## src/rtl/alu_mul_sequencer.sv

```systemverilog
`default_nettype none
// ============================================================================
// Module   : alu_mul_sequencer
// Purpose  : Multi-cycle unsigned shift-and-add multiplier controller. It
//            borrows the shared execute-stage ALU adder once per iteration
//            and produces MUL (low word) or MULHU (high word) results.
// Ports    : clk, rst              - clock, synchronous active-high reset
//            start, op, a, b       - request, MUL/MULHU select, operands
//            flush                 - abort the operation in flight
//            busy, done, result    - stall request, completion pulse, product
//            alu_a, alu_b, alu_sel - drive to the external ALU
//            alu_result, alu_carry - sum and carry back from the ALU
// Revision : 1.0 - initial release
// ============================================================================
module alu_mul_sequencer #(
    parameter int         N       = 32,
    parameter logic [3:0] ADD_SEL = 4'b0010,
    parameter int         CNT_W   = 6
) (
    input  logic         clk,
    input  logic         rst,
    input  logic         start,
    input  logic         op,
    input  logic [N-1:0] a,
    input  logic [N-1:0] b,
    input  logic         flush,
    output logic         busy,
    output logic         done,
    output logic [N-1:0] result,
    output logic [N-1:0] alu_a,
    output logic [N-1:0] alu_b,
    output logic [3:0]   alu_sel,
    input  logic [N-1:0] alu_result,
    input  logic         alu_carry
);

    typedef enum logic [1:0] {
        S_IDLE = 2'd0,
        S_RUN  = 2'd1,
        S_DONE = 2'd2
    } state_t;

    state_t           r_state;
    logic [N-1:0]     r_mcand;
    logic [N-1:0]     r_hi;
    logic [N-1:0]     r_lo;
    logic [CNT_W-1:0] r_count;
    logic             r_op;

    logic [N-1:0]     w_hi_next;
    logic [N-1:0]     w_lo_next;
    logic             w_last;
    logic             w_zero;

    // The ALU is only used while iterating; outside RUN it sees a quiet ADD
    // of zeros so its outputs do not toggle needlessly.
    always_comb begin
        alu_sel = ADD_SEL;
        alu_a   = '0;
        alu_b   = '0;
        if (r_state == S_RUN) begin
            alu_a = r_hi;
            alu_b = r_lo[0] ? r_mcand : '0;
        end
    end

    // The (N+1)-bit partial sum {carry, alu_result} is shifted right by one
    // into {hi, lo}. When no add was performed the carry is forced to zero.
    assign w_hi_next = {alu_carry & r_lo[0], alu_result[N-1:1]};
    assign w_lo_next = {alu_result[0], r_lo[N-1:1]};
    assign w_last    = (r_count == CNT_W'(N - 1));
    assign w_zero    = (a == '0) || (b == '0);

    always_ff @(posedge clk) begin
        if (rst) begin
            r_state <= S_IDLE;
            busy    <= 1'b0;
            done    <= 1'b0;
            result  <= '0;
            r_mcand <= '0;
            r_hi    <= '0;
            r_lo    <= '0;
            r_count <= '0;
            r_op    <= 1'b0;
        end else begin
            case (r_state)
                S_IDLE, S_DONE: begin
                    busy <= 1'b0;
                    done <= 1'b0;
                    if (flush) begin
                        r_state <= S_IDLE;
                    end else if (start) begin
                        r_mcand <= a;
                        r_lo    <= b;
                        r_hi    <= '0;
                        r_count <= '0;
                        r_op    <= op;
                        if (w_zero) begin
                            // Product is trivially zero; skip the iterations.
                            r_state <= S_DONE;
                            result  <= '0;
                            done    <= 1'b1;
                        end else begin
                            r_state <= S_RUN;
                            busy    <= 1'b1;
                        end
                    end else begin
                        r_state <= S_IDLE;
                    end
                end

                S_RUN: begin
                    if (flush) begin
                        // Abort: result keeps the last completed product.
                        r_state <= S_IDLE;
                        busy    <= 1'b0;
                        done    <= 1'b0;
                    end else begin
                        r_hi    <= w_hi_next;
                        r_lo    <= w_lo_next;
                        r_count <= r_count + CNT_W'(1);
                        if (w_last) begin
                            r_state <= S_DONE;
                            busy    <= 1'b0;
                            done    <= 1'b1;
                            result  <= r_op ? w_hi_next : w_lo_next;
                        end else begin
                            busy    <= 1'b1;
                            done    <= 1'b0;
                        end
                    end
                end

                default: begin
                    r_state <= S_IDLE;
                    busy    <= 1'b0;
                    done    <= 1'b0;
                end
            endcase
        end
    end

endmodule
`default_nettype wire

```

## config.mk

```make
export PLATFORM = sky130hd
export DESIGN_NAME = alu_mul_sequencer
export DESIGN_NICKNAME = d
export VERILOG_FILES = /design/src/rtl/alu_mul_sequencer.sv
export SDC_FILE = /design/constraint.sdc
export NUM_CORES = 1
export LEC_CHECK = 0
export BUFFER_PORTS_ARGS = -buffer_cell sky130_fd_sc_hd__buf_4
export CAP_MARGIN = 30
export CORE_UTILIZATION = 45
export DETAILED_ROUTE_END_ITERATION = 6
export MAX_ROUTING_LAYER = met4
export PLACE_DENSITY_LB_ADDON = 0.05
export SYNTH_ARGS = -nofsm -noshare
export SYNTH_HDL_FRONTEND = slang
export SYNTH_SLANG_ARGS = --single-unit
```

## constraint.sdc

```tcl
create_clock -name clk -period 2.2 [get_ports clk]
set_input_delay 0.44 -clock clk [delete_from_list [all_inputs] [get_ports clk]]
set_output_delay 0.44 -clock clk [all_outputs]
set_load 0.1 [all_outputs]
```

== Yosys cells after proc, flatten, opt, wreduce, memory -nomap -nowiden ==
Cells that the tools add are included.
Word-level totals
  register bits after elaboration: 139
  input port bits: 102
  output and inout port bits: 102
  word-level logic and storage cells: 70
Operators by class
  add/subtract/negate cells: 1
  eq/ne operators: 9
  muxes and demuxes: 40
  bitwise logic cells: 2
  reduce and logical (&&, ||, !) cells: 9
Operator list (count)
  two-way mux 32 bit: 15
  case mux 32 bit (2 select lines): 3
  zero test 32 bit: 2
  two-way mux 6 bit: 3
  case mux 6 bit (2 select lines): 1
  two-way mux 1 bit: 10
  two-way mux 2 bit: 5
  inequality test 2 bit, second input constant: 5
  adder 6 x 1 -> 6 bit, second input constant: 1
  == test 6 x 5 -> 1 bit, second input constant: 1
  AND reduction 6 bit: 1
  case mux 1 bit (2 select lines): 2
  case mux 2 bit (2 select lines): 1
  AND reduction 4 bit: 1
  inequality test 3 bit, second input constant: 1
  AND reduction 3 bit: 1
  == test 2 x 1 -> 1 bit, second input constant: 1
  == test 2 bit, second input constant: 1
  zero test 2 bit: 1
  nonzero test 2 bit: 1
  OR reduction 2 bit: 1
  bitwise AND 1 bit: 1
  logical OR 1 bit: 1
  inverter 1 bit: 1

== Logic depth before layout (Yosys ltp) ==
Gate-level depths: netlist of run 1.
  depth in word-level cells: 6
  depth in mapped cells: 8
  depth with buffers taken out: 6

== Worst setup path before layout of run 1 ==
No wires, ideal clock.
  kind: register to output
  start: register r_state[0]
  end: output port alu_a[0]
  arrival: 1.985 ns
  required time: 1.760 ns
  setup slack: -0.225 ns
  cell stages (with the launch flop): 6
  path buffers: 3
  path through: dfxtp_1 nor2b_1 clkbuf_1 clkbuf_1 clkbuf_1 and2_1
On the way
  cells in the longest elaborated chain, start to end: 2
Ends and longest elaborated chain
  start, declared: RTL line 43  | state_t r_state;
  start signal, assigned: RTL line 76  | r_state <= S_IDLE;
  start signal, assigned: RTL line 91  | r_state <= S_IDLE;
  start signal, assigned: RTL line 100  | r_state <= S_DONE;
  == test 2 x 1 -> 1 bit: RTL line 61  | if (r_state == S_RUN) begin
  two-way mux 32 bit: RTL line 61
  end, declared: RTL line 30  | output logic [N-1:0] alu_a,
No other way between the ends.

== Worst setup path in the final report of run 1 ==
  start: register r_state[0]
  end: output port alu_a[20]
Same word-level chain as after synthesis.

==> results of run 1 <==
-- area by class of cell --
cell class | instances | share of cell area
timing repair buffer | 221 | 0.2265
sequential | 139 | 0.3223
tap | 176 | 0.02549
multi-input combinational | 486 | 0.3582
clock inverter | 7 | 0.01014
clock buffer | 25 | 0.05734
-- tightest hold or removal path: stages --
cell,delay [ns]
buf_4,0.08
a22oi_1,0.05
nor2_1,0.07
-- timing repair --
| item | in CTS | in global routing |
|---|---|---|
| gates cloned | 1 | 0 |
| resized for setup | 36 | 24 |
| buffers inserted | 1 | 1 |
| setup endpoints to repair | 64 | 64 |
-- flip-flops by register name, summed over array words and instances (netlist names) --
register and count:
busy 1, r_op 1, r_mcand 32, r_state 2, done 1, r_count 6, r_hi 32, result 32
r_lo 32
-- cells in the final DEF (no fill, tap or decap), drive strengths merged, types with 3 or more instances in the layout --
| cell | n |
|---|---|
| a21oi | 36 |
| a22oi | 32 |
| a311oi | 32 |
| and2 | 32 |
| and3 | 32 |
| buf | 220 |
| clkbuf | 25 |
| clkinv | 4 |
| conb | 4 |
| dfxtp | 139 |
| mux2i | 31 |
| nand2 | 135 |
| nand2b | 3 |
| nand4 | 6 |
| nor2 | 69 |
| nor3 | 5 |
| nor4 | 16 |
| o2bb2ai | 32 |
| or2 | 4 |
| xor2 | 3 |
-- power by group through the flow --
stage / Sequential, mW / Combinational [mW] / Clock, mW
3_3_place_gp: 2.73 / 0.694 / 0
4_1_cts: 2.68 / 0.723 / 2.85
5_1_grt: 2.69 / 0.786 / 2.97
3_5_place_dp: 2.73 / 0.708 / 0
2_1_floorplan: 2.71 / 0.428 / 0
6_report: 2.68 / 0.722 / 2.81
-- metal layers --
layer / wire length, um / global-route usage / vias to the layer above
li1: - / - / 2765
met1: 7195 / 0.2842 / 2715
met2: 8434 / 0.4196 / 199
met3: 1170 / 0.07336 / 20
met4: 318 / 0.09889 / 0
met5: 0 / - / -
-- cells by family (layout without fill, tap and decap cells) --
kind of cell / count (synthesis) / count (layout) / synth area share
AND/OR/NAND/NOR: 306 / 306 / 0.2307
flip-flops: 139 / 139 / 0.4548
adder cells (fa/ha/maj): 1 / 1 / 0.002045
buffers and inverters: 67 / 253 / 0.05297
other: 2 / 4 / 0.001227
AO/OA/AOI/OAI: 140 / 140 / 0.2018
multiplexers: 31 / 31 / 0.05072
XOR/XNOR: 4 / 4 / 0.005727
-- worst paths after layout --
kind,from,endpoint,slack (ns),cells after the start
setup / recovery,r_state[0],alu_a[20],0.09,4
hold / removal,alu_result[31],r_hi[30],0.26,3
hold reg to reg,r_mcand[7],r_mcand[7],0.45,2
setup reg to reg,r_count[0],result[8],0.30,7
==> impl_metrics.yaml, run 1 <==
yosys:
  ys_types: 38
  synth_top_cell_area_share: 0.4548
  yosys.area.top_type: "dfxtp_1"
  yosys_warnings: 0
  synth_edf_count: 0
  post-synth-top-count-cell: "dfxtp_1"
  yosysSeqAreaShare: 0.4548
  synth-seq-cells: 139
  synth_area_um2: 6118
  async_flop_share: 0
  synth_area_leaders: "dfxtp_1 (45%), nand2_1 (8.3%), o2bb2ai_2 (7.4%), mux2i_1 (5.1%), a311oi_1 (4.6%)"
  netlist_instances: 690
  synthFlopType: "dfxtp_1"
  yosys-top-cells-count: "dfxtp_1 (139), nand2_1 (135), nor2_1 (68), clkbuf_1 (42), a21oi_1 (36)"
  syn_avg_cell_area_um2: 8.867
setup_path:
  crit_required_ns: 1.76
  crit_type: "reg2out"
  path_cells: "nor2b_4 > buf_12 > and2_2 > buf_4"
  cp-end-kind: "output pin"
  worstPathMaxFanout: 33
  worst-path-buf-inv: 2
  path_delay_family: "buffers and inverters"
  cpPeakStageDelay_ns: 0.37
  cp_slowest_cell: "dfxtp_2"
  cp-start-kind: "flop"
  cp.arrival_ns: 1.67
drt:
  route.detailed.drc: 0
  ant_nets: 0
  drt_iter0_drc: 240
  wl_per_cell_um: 16.24
  dr.pass1.iters: 5
  wl_um: 17120
  via_count: 5699
  avgViaCountPerCell: 5.407
placement:
  dp_slack_ns: 0.05592
  dp_hpwl_um: 11550
  placed_area_um2: 7786
  gp_congestion: 0.8105
  dp_cells: 1019
  portBuffers: 199
outcome:
  status: "completed"
pwr:
  switching_share: 0.2453
  p_switching_mw: 1.523
  leakage_nw: 3.570
  pwr-share-seq: 0.431
  power_density_nw_per_um2: 718.7
  p_int_mw: 4.687
  peakVddDrop_mv: 0.4914
  p_comb_frac: 0.116
  totalPowerFinal_mw: 6.210
  p_clk_frac: 0.452
layout:
  finish.utilization: 0.6525
  stdcell_count: 1054
  finalInstanceArea_um2: 8641
  multiInputGateArea_um2: 3095
  nNetsFinal: 968
  drive_above_1_share: 0.3713
  antenna_cells: 0
  fillers: 1147
  regArea_um2: 2785
  area_delta_synth_final_pct: 41.23
sta:
  clock_skew_ns: 0.01978
  hold_viol: 0
  slew_headroom: 0.5917
  rsz0062_at_grt: "false"
  hold_slack_ns: 0.2616
  final.setup.worst_slack_ns: 0.08749
  finalSetupViolCount: 0
  fmax_mhz: 473.4
  drv_slew: 0
  tns_ns: 0
  finalCriticalPeriod_ns: 2.113
  period_share: 0.9602
  worst_pin_slew_ns: 0.6125
clocking:
  numCtsBuffers: 17
  hold_buffers: 0
  path_clk_slew_ns: 0.06
  cts_tree: "built"
  h-tree-depth: 4
  worst_skew_pair.late_latency_ns: 0.43
  clockRootBuffer: "clkbuf_16"
  cts_num_sinks: 139
  clockBufferDepth: 2
worst_hold_path:
  hold_class: "in2reg"
floorplanning:
  die_w_um: 118.6
  die_area_um2: 14070
  row_count: 42
  top_level_ports: 204
  die-height_um: 118.6
  initial_utilization: 0.4620
  coreArea_um2: 13240
grt:
  grt_pass1_vias: 5489
  overflow: 0
  grt_max_degree: 57
  grt_pass1_wl_um: 27180
  antenna_found_initial: 0
  grt_use_total: 0.2522
run:
  cap_violations: 0
No activity file was read; power rests on OpenSTA's default activity.
==> run 2: changes to the inputs <==
- PLACE_DENSITY: unset -> 0.68
- PLACE_DENSITY_LB_ADDON: 0.05 -> unset
==> run 2 against run 1 <==
Effect of this change: die area unchanged; final area up 2.7%; total power up 9.3%; clock-buffer cell count down 5; hold slack better by 0.0038 ns; critical path depth up 1; routed wire length up 7.6%; register-to-register slack worse by 0.07 ns; flip-flop and latch count unchanged; non-clock buffer count up 3; clock power up 20%; via count up 2.2%.
==> impl_metrics.yaml, run 2 (synthesized netlist as in run 1, its figures left out) <==
outcome:
  status: "completed"
clocking:
  cts_tree: "built"
  numCtsBuffers: 17
  path_clk_slew_ns: 0.06
  clockRootBuffer: "clkbuf_16"
  hold_buffers: 0
  worst_skew_pair.late_latency_ns: 0.42
  cts_num_sinks: 139
  clockBufferDepth: 2
  h-tree-depth: 4
drt:
  avgViaCountPerCell: 5.508
  ant_nets: 0
  drt_iter0_drc: 398
  dr.pass1.iters: 6
  wl_per_cell_um: 17.41
  via_count: 5827
  wl_um: 18420
  route.detailed.drc: 0
setup_path:
  startpoint: "r_state[0]"
  path_cells: "nor2b_4 > buf_4 > buf_6 > and3_1 > buf_12"
  cp.arrival_ns: 1.73
  crit_required_ns: 1.76
  crit_path_end: "alu_b[5]"
  crit_type: "reg2out"
  worstPathMaxFanout: 10
  cp-start-kind: "flop"
  cp_slowest_cell: "dfxtp_2"
  worstReg2RegStart: "r_count[0]"
  ff2ff_path_depth: 7
  cpPeakStageDelay_ns: 0.38
  r2r_end: "result[12]"
  cp-end-kind: "output pin"
  rrSetupSlack_ns: 0.23
sta:
  hold_viol: 0
  fmax_mhz: 459.8
  finalCriticalPeriod_ns: 2.175
  drv_slew: 0
  final.setup.worst_slack_ns: 0.02518
  clock_skew_ns: 0.007440
  finalSetupViolCount: 0
  worst_pin_slew_ns: 0.8516
  slew_headroom: 0.4323
  period_share: 0.9886
layout:
  area_delta_synth_final_pct: 45.03
  drive_above_1_share: 0.3768
  nNetsFinal: 971
  finalInstanceArea_um2: 8874
  stdcell_count: 1058
  layout_common_cells: "buf_4 (160), dfxtp_1 (137), nand2_1 (135), nor2_1 (67), buf_6 (42)"
  final_common_cell: "buf_4"
pwr:
  leakage_nw: 3.656
  power_density_nw_per_um2: 764.8
  totalPowerFinal_mw: 6.787
  peakVddDrop_mv: 0.4214
grt:
  overflow: 0
  grt_max_degree: 79
  grt_pass1_wl_um: 28740
  grt_use_total: 0.2667
  grt_pass1_vias: 5719
  antenna_found_initial: 1
floorplanning:
  die-height_um: 118.6
  coreArea_um2: 13240
  die_area_um2: 14070
  initial_utilization: 0.4620
  die_w_um: 118.6
  row_count: 42
  top_level_ports: 204
placement:
  dp_hpwl_um: 11980
  dp_slack_ns: 0.1159
  dp_cells: 1020
  portBuffers: 199
  placed_area_um2: 7781
  gp_congestion: 0.8475
worst_hold_path:
  hold_class: "in2reg"
  min_from: "op"
run:
  cap_violations: 0
-- run 2: layout make-up --
cell class,count,area [um2]
fillers,1072,4369
clock inverters,12,241.5
multi-input cells,486,3095
diodes,1,2.502
clock buffers,20,456.7
repair buffers,224,2072
well taps,176,220.2
flip-flops and latches,139,2785
-- run 2: per-layer routing --
layer  global-route usage  wire [um]  vias to the layer above
li1                     -          -                     2777
met4               0.1203        475                        0
met5                    -          0                        -
met3              0.07819       1467                       41
met2               0.4181       8759                      255
met1               0.3156       7714                     2754
-- run 2: worst max-delay path, delay by kind of cell, from the launching register on --
family | cells | cell delay, ns
DFF | 1 | 0.38
buffers and inverters | 3 | 0.52
and+or+nand+nor | 2 | 0.42
-- run 2: worst min-delay path by stage --
| stage | endpoint | slack, ns | cells past startpoint |
|---|---|---|---|
| floorplan | r_hi[31] | 0.43 | 2 |
| global placement | r_mcand[3] | 0.44 | 2 |
| detailed placement | r_mcand[15] | 0.44 | 2 |
| CTS | r_op | 0.25 | 3 |
| global route | r_hi[20] | 0.25 | 3 |
| finish | r_op | 0.27 | 3 |
-- run 2: through the flow --
stage	utilization	hold WS (ns)	setup TNS (ns)
final	0.6701	0.2654	0
after global routing	0.6701	0.2519	-0.09174
after CTS	0.6584	0.2495	-1.690
after detailed placement	0.5876	0.4420	0
after global placement	0.5876	0.4383	0
after floorplan	-	0.4273	0
-- run 2: power by group --
group | internal, mW | leakage, nW | total [mW] | switching (mW)
sequential | 2.61 | 1.13 | 2.68 | 0.0658
clock | 2.30 | 0.340 | 3.36 | 1.07
combinational | 0.300 | 2.18 | 0.747 | 0.447
total | 5.21 | 3.66 | 6.79 | 1.58
-- run 2: repair_timing --
item	in CTS	in global routing
gates resized for setup	55	25
setup buffers	0	2
setup endpoints to repair	64	64
gates cloned	1	2
==> run 3: changes to the inputs <==
- CORE_UTILIZATION: 45 -> 30
- GPL_ROUTABILITY_DRIVEN: unset -> 0
- PLACE_DENSITY: 0.68 -> 0.48
==> run 3 against run 2 <==
Effect of this change: hold slack gained 0.0095 ns; non-clock buffer count grew 1; first-iteration DRC count shrank 11%; clock-buffer cell count is the same; fmax grew 2.4%; flip-flop and latch count is the same; setup slack gained 0.051 ns.
==> impl_metrics.yaml, run 3 (synthesized netlist as in run 1, its figures left out) <==
grt:
  grt_pass1_wl_um: 29840
  overflow: 0
  antenna_found_initial: 0
  grt_use_total: 0.1922
  grt_max_degree: 68
  grt_pass1_vias: 5563
worst_hold_path:
  min_from: "alu_result[19]"
  hold_class: "in2reg"
layout:
  drive_above_1_share: 0.3802
  area_delta_synth_final_pct: 46.26
  finalInstanceArea_um2: 8949
  antenna_cells: 0
  final_common_cell: "buf_4"
  layout_common_cells: "buf_4 (159), dfxtp_1 (137), nand2_1 (135), nor2_1 (67), buf_6 (47)"
  stdcell_count: 1146
  nNetsFinal: 972
clocking:
  cts_tree: "built"
  clockRootBuffer: "clkbuf_16"
  numCtsBuffers: 17
  h-tree-depth: 4
  worst_skew_pair.late_latency_ns: 0.41
  cts_num_sinks: 139
  clockBufferDepth: 2
  hold_buffers: 0
  path_clk_slew_ns: 0.06
floorplanning:
  die_w_um: 144.8
  top_level_ports: 204
  row_count: 51
  die-height_um: 144.8
  coreArea_um2: 19720
  die_area_um2: 20970
  initial_utilization: 0.3103
setup_path:
  cp.arrival_ns: 1.68
  path_depth: 5
  startpoint: "r_state[0]"
  worst-path-buf-inv: 3
  worstPathMaxFanout: 25
  path_delay_family: "buffers and inverters"
  cp_slowest_cell: "dfxtp_4"
  ff2ff_path_depth: 7
  rrSetupSlack_ns: 0.30
  crit_top_cell: "buf_12"
  r2r_end: "result[16]"
  crit_path_end: "alu_b[21]"
  path_cells: "nor2b_4 > buf_12 > buf_12 > and3_1 > buf_6"
  cp-start-kind: "flop"
  crit_type: "reg2out"
  cpPeakStageDelay_ns: 0.37
  cp-end-kind: "output pin"
  worstReg2RegStart: "r_count[0]"
  crit_required_ns: 1.76
outcome:
  status: "completed"
pwr:
  pwr-share-seq: 0.419
  p_switching_mw: 1.608
  peakVddDrop_mv: 0.5235
  switching_share: 0.2526
  p_clk_frac: 0.460
  leakage_nw: 3.630
  power_density_nw_per_um2: 711.3
  p_int_mw: 4.757
  p_comb_frac: 0.120
sta:
  fmax_mhz: 470.8
  worst_pin_slew_ns: 0.7622
  drv_slew: 0
  period_share: 0.9655
  slew_headroom: 0.4918
  rsz0062_at_grt: "false"
  finalSetupViolCount: 0
  clock_skew_ns: 0.008694
  finalCriticalPeriod_ns: 2.124
  hold_viol: 0
  tns_ns: 0
  hold_slack_ns: 0.2748
placement:
  dp_cells: 1111
  placed_area_um2: 7923
  portBuffers: 199
  dp_hpwl_um: 13390
drt:
  via_count: 5683
  ant_nets: 0
  dr.pass1.iters: 5
  avgViaCountPerCell: 4.959
  drt_iter0_drc: 355
  wl_um: 19520
  route.detailed.drc: 0
  wl_per_cell_um: 17.03
run:
  cap_violations: 0
==> run 3: through the flow <==
step | power (mW) | util | setup slack (ns)
after detailed placement | 3.462 | 0.4018 | 0.06728
after CTS | 6.429 | 0.4462 | 0.03675
final | 6.365 | 0.4538 | 0.07587
after global placement | 3.449 | 0.4018 | 0.04511
after floorplan | 3.141 | - | 0.02498
after global routing | 6.649 | 0.4538 | 0.004315
==> run 3: worst register-to-register path: cells and delay by family, from the launching register on <==
kind / cells / cell delay (ns)
AO/OA/AOI/OAI: 1 / 0.17
adder cells (fa/ha/maj): 1 / 0.21
buffers and inverters: 1 / 0.20
flip-flops: 1 / 0.38
AND/OR/NAND/NOR: 4 / 0.89
==> run 3: worst min-delay path by stage <==
stage	to	slack [ns]	cells past startpoint
final	r_hi[18]	0.27	3
after CTS	r_hi[19]	0.26	3
after global routing	r_hi[15]	0.27	3
after detailed placement	r_mcand[16]	0.44	2
after floorplan	r_hi[31]	0.43	2
after global placement	r_mcand[13]	0.44	2
==> run 3: routing by layer <==
layer	GRT usage	wire (um)
met1	0.2392	8783
met2	0.3034	9082
met3	0.05495	1435
met4	0.05208	214
met5	-	0
==> run 3: cell type report <==
| cell class | instances | area, um2 |
|---|---|---|
| multi-input combinational | 486 | 3108 |
| tap | 265 | 331.6 |
| clock inverter | 11 | 143.9 |
| sequential | 139 | 2788 |
| timing repair buffer | 225 | 2121 |
| clock buffer | 20 | 456.7 |
| fill | 1903 | 10770 |
==> run 3: repair_timing <==
action | in CTS | in global routing
setup buffers | 1 | 1
gates resized for setup | 63 | 24
cloned | 1 | 1
setup endpoints to repair | 64 | 40
==> run 3: power by group through the flow <==
stage               sequential (mW)  clock [mW]  combinational, mW
floorplan                      2.71           0              0.428
global placement               2.72           0              0.728
detailed placement             2.72           0              0.738
CTS                            2.67        3.00              0.758
global route                   2.68        3.13              0.834
finish                         2.67        2.93              0.764
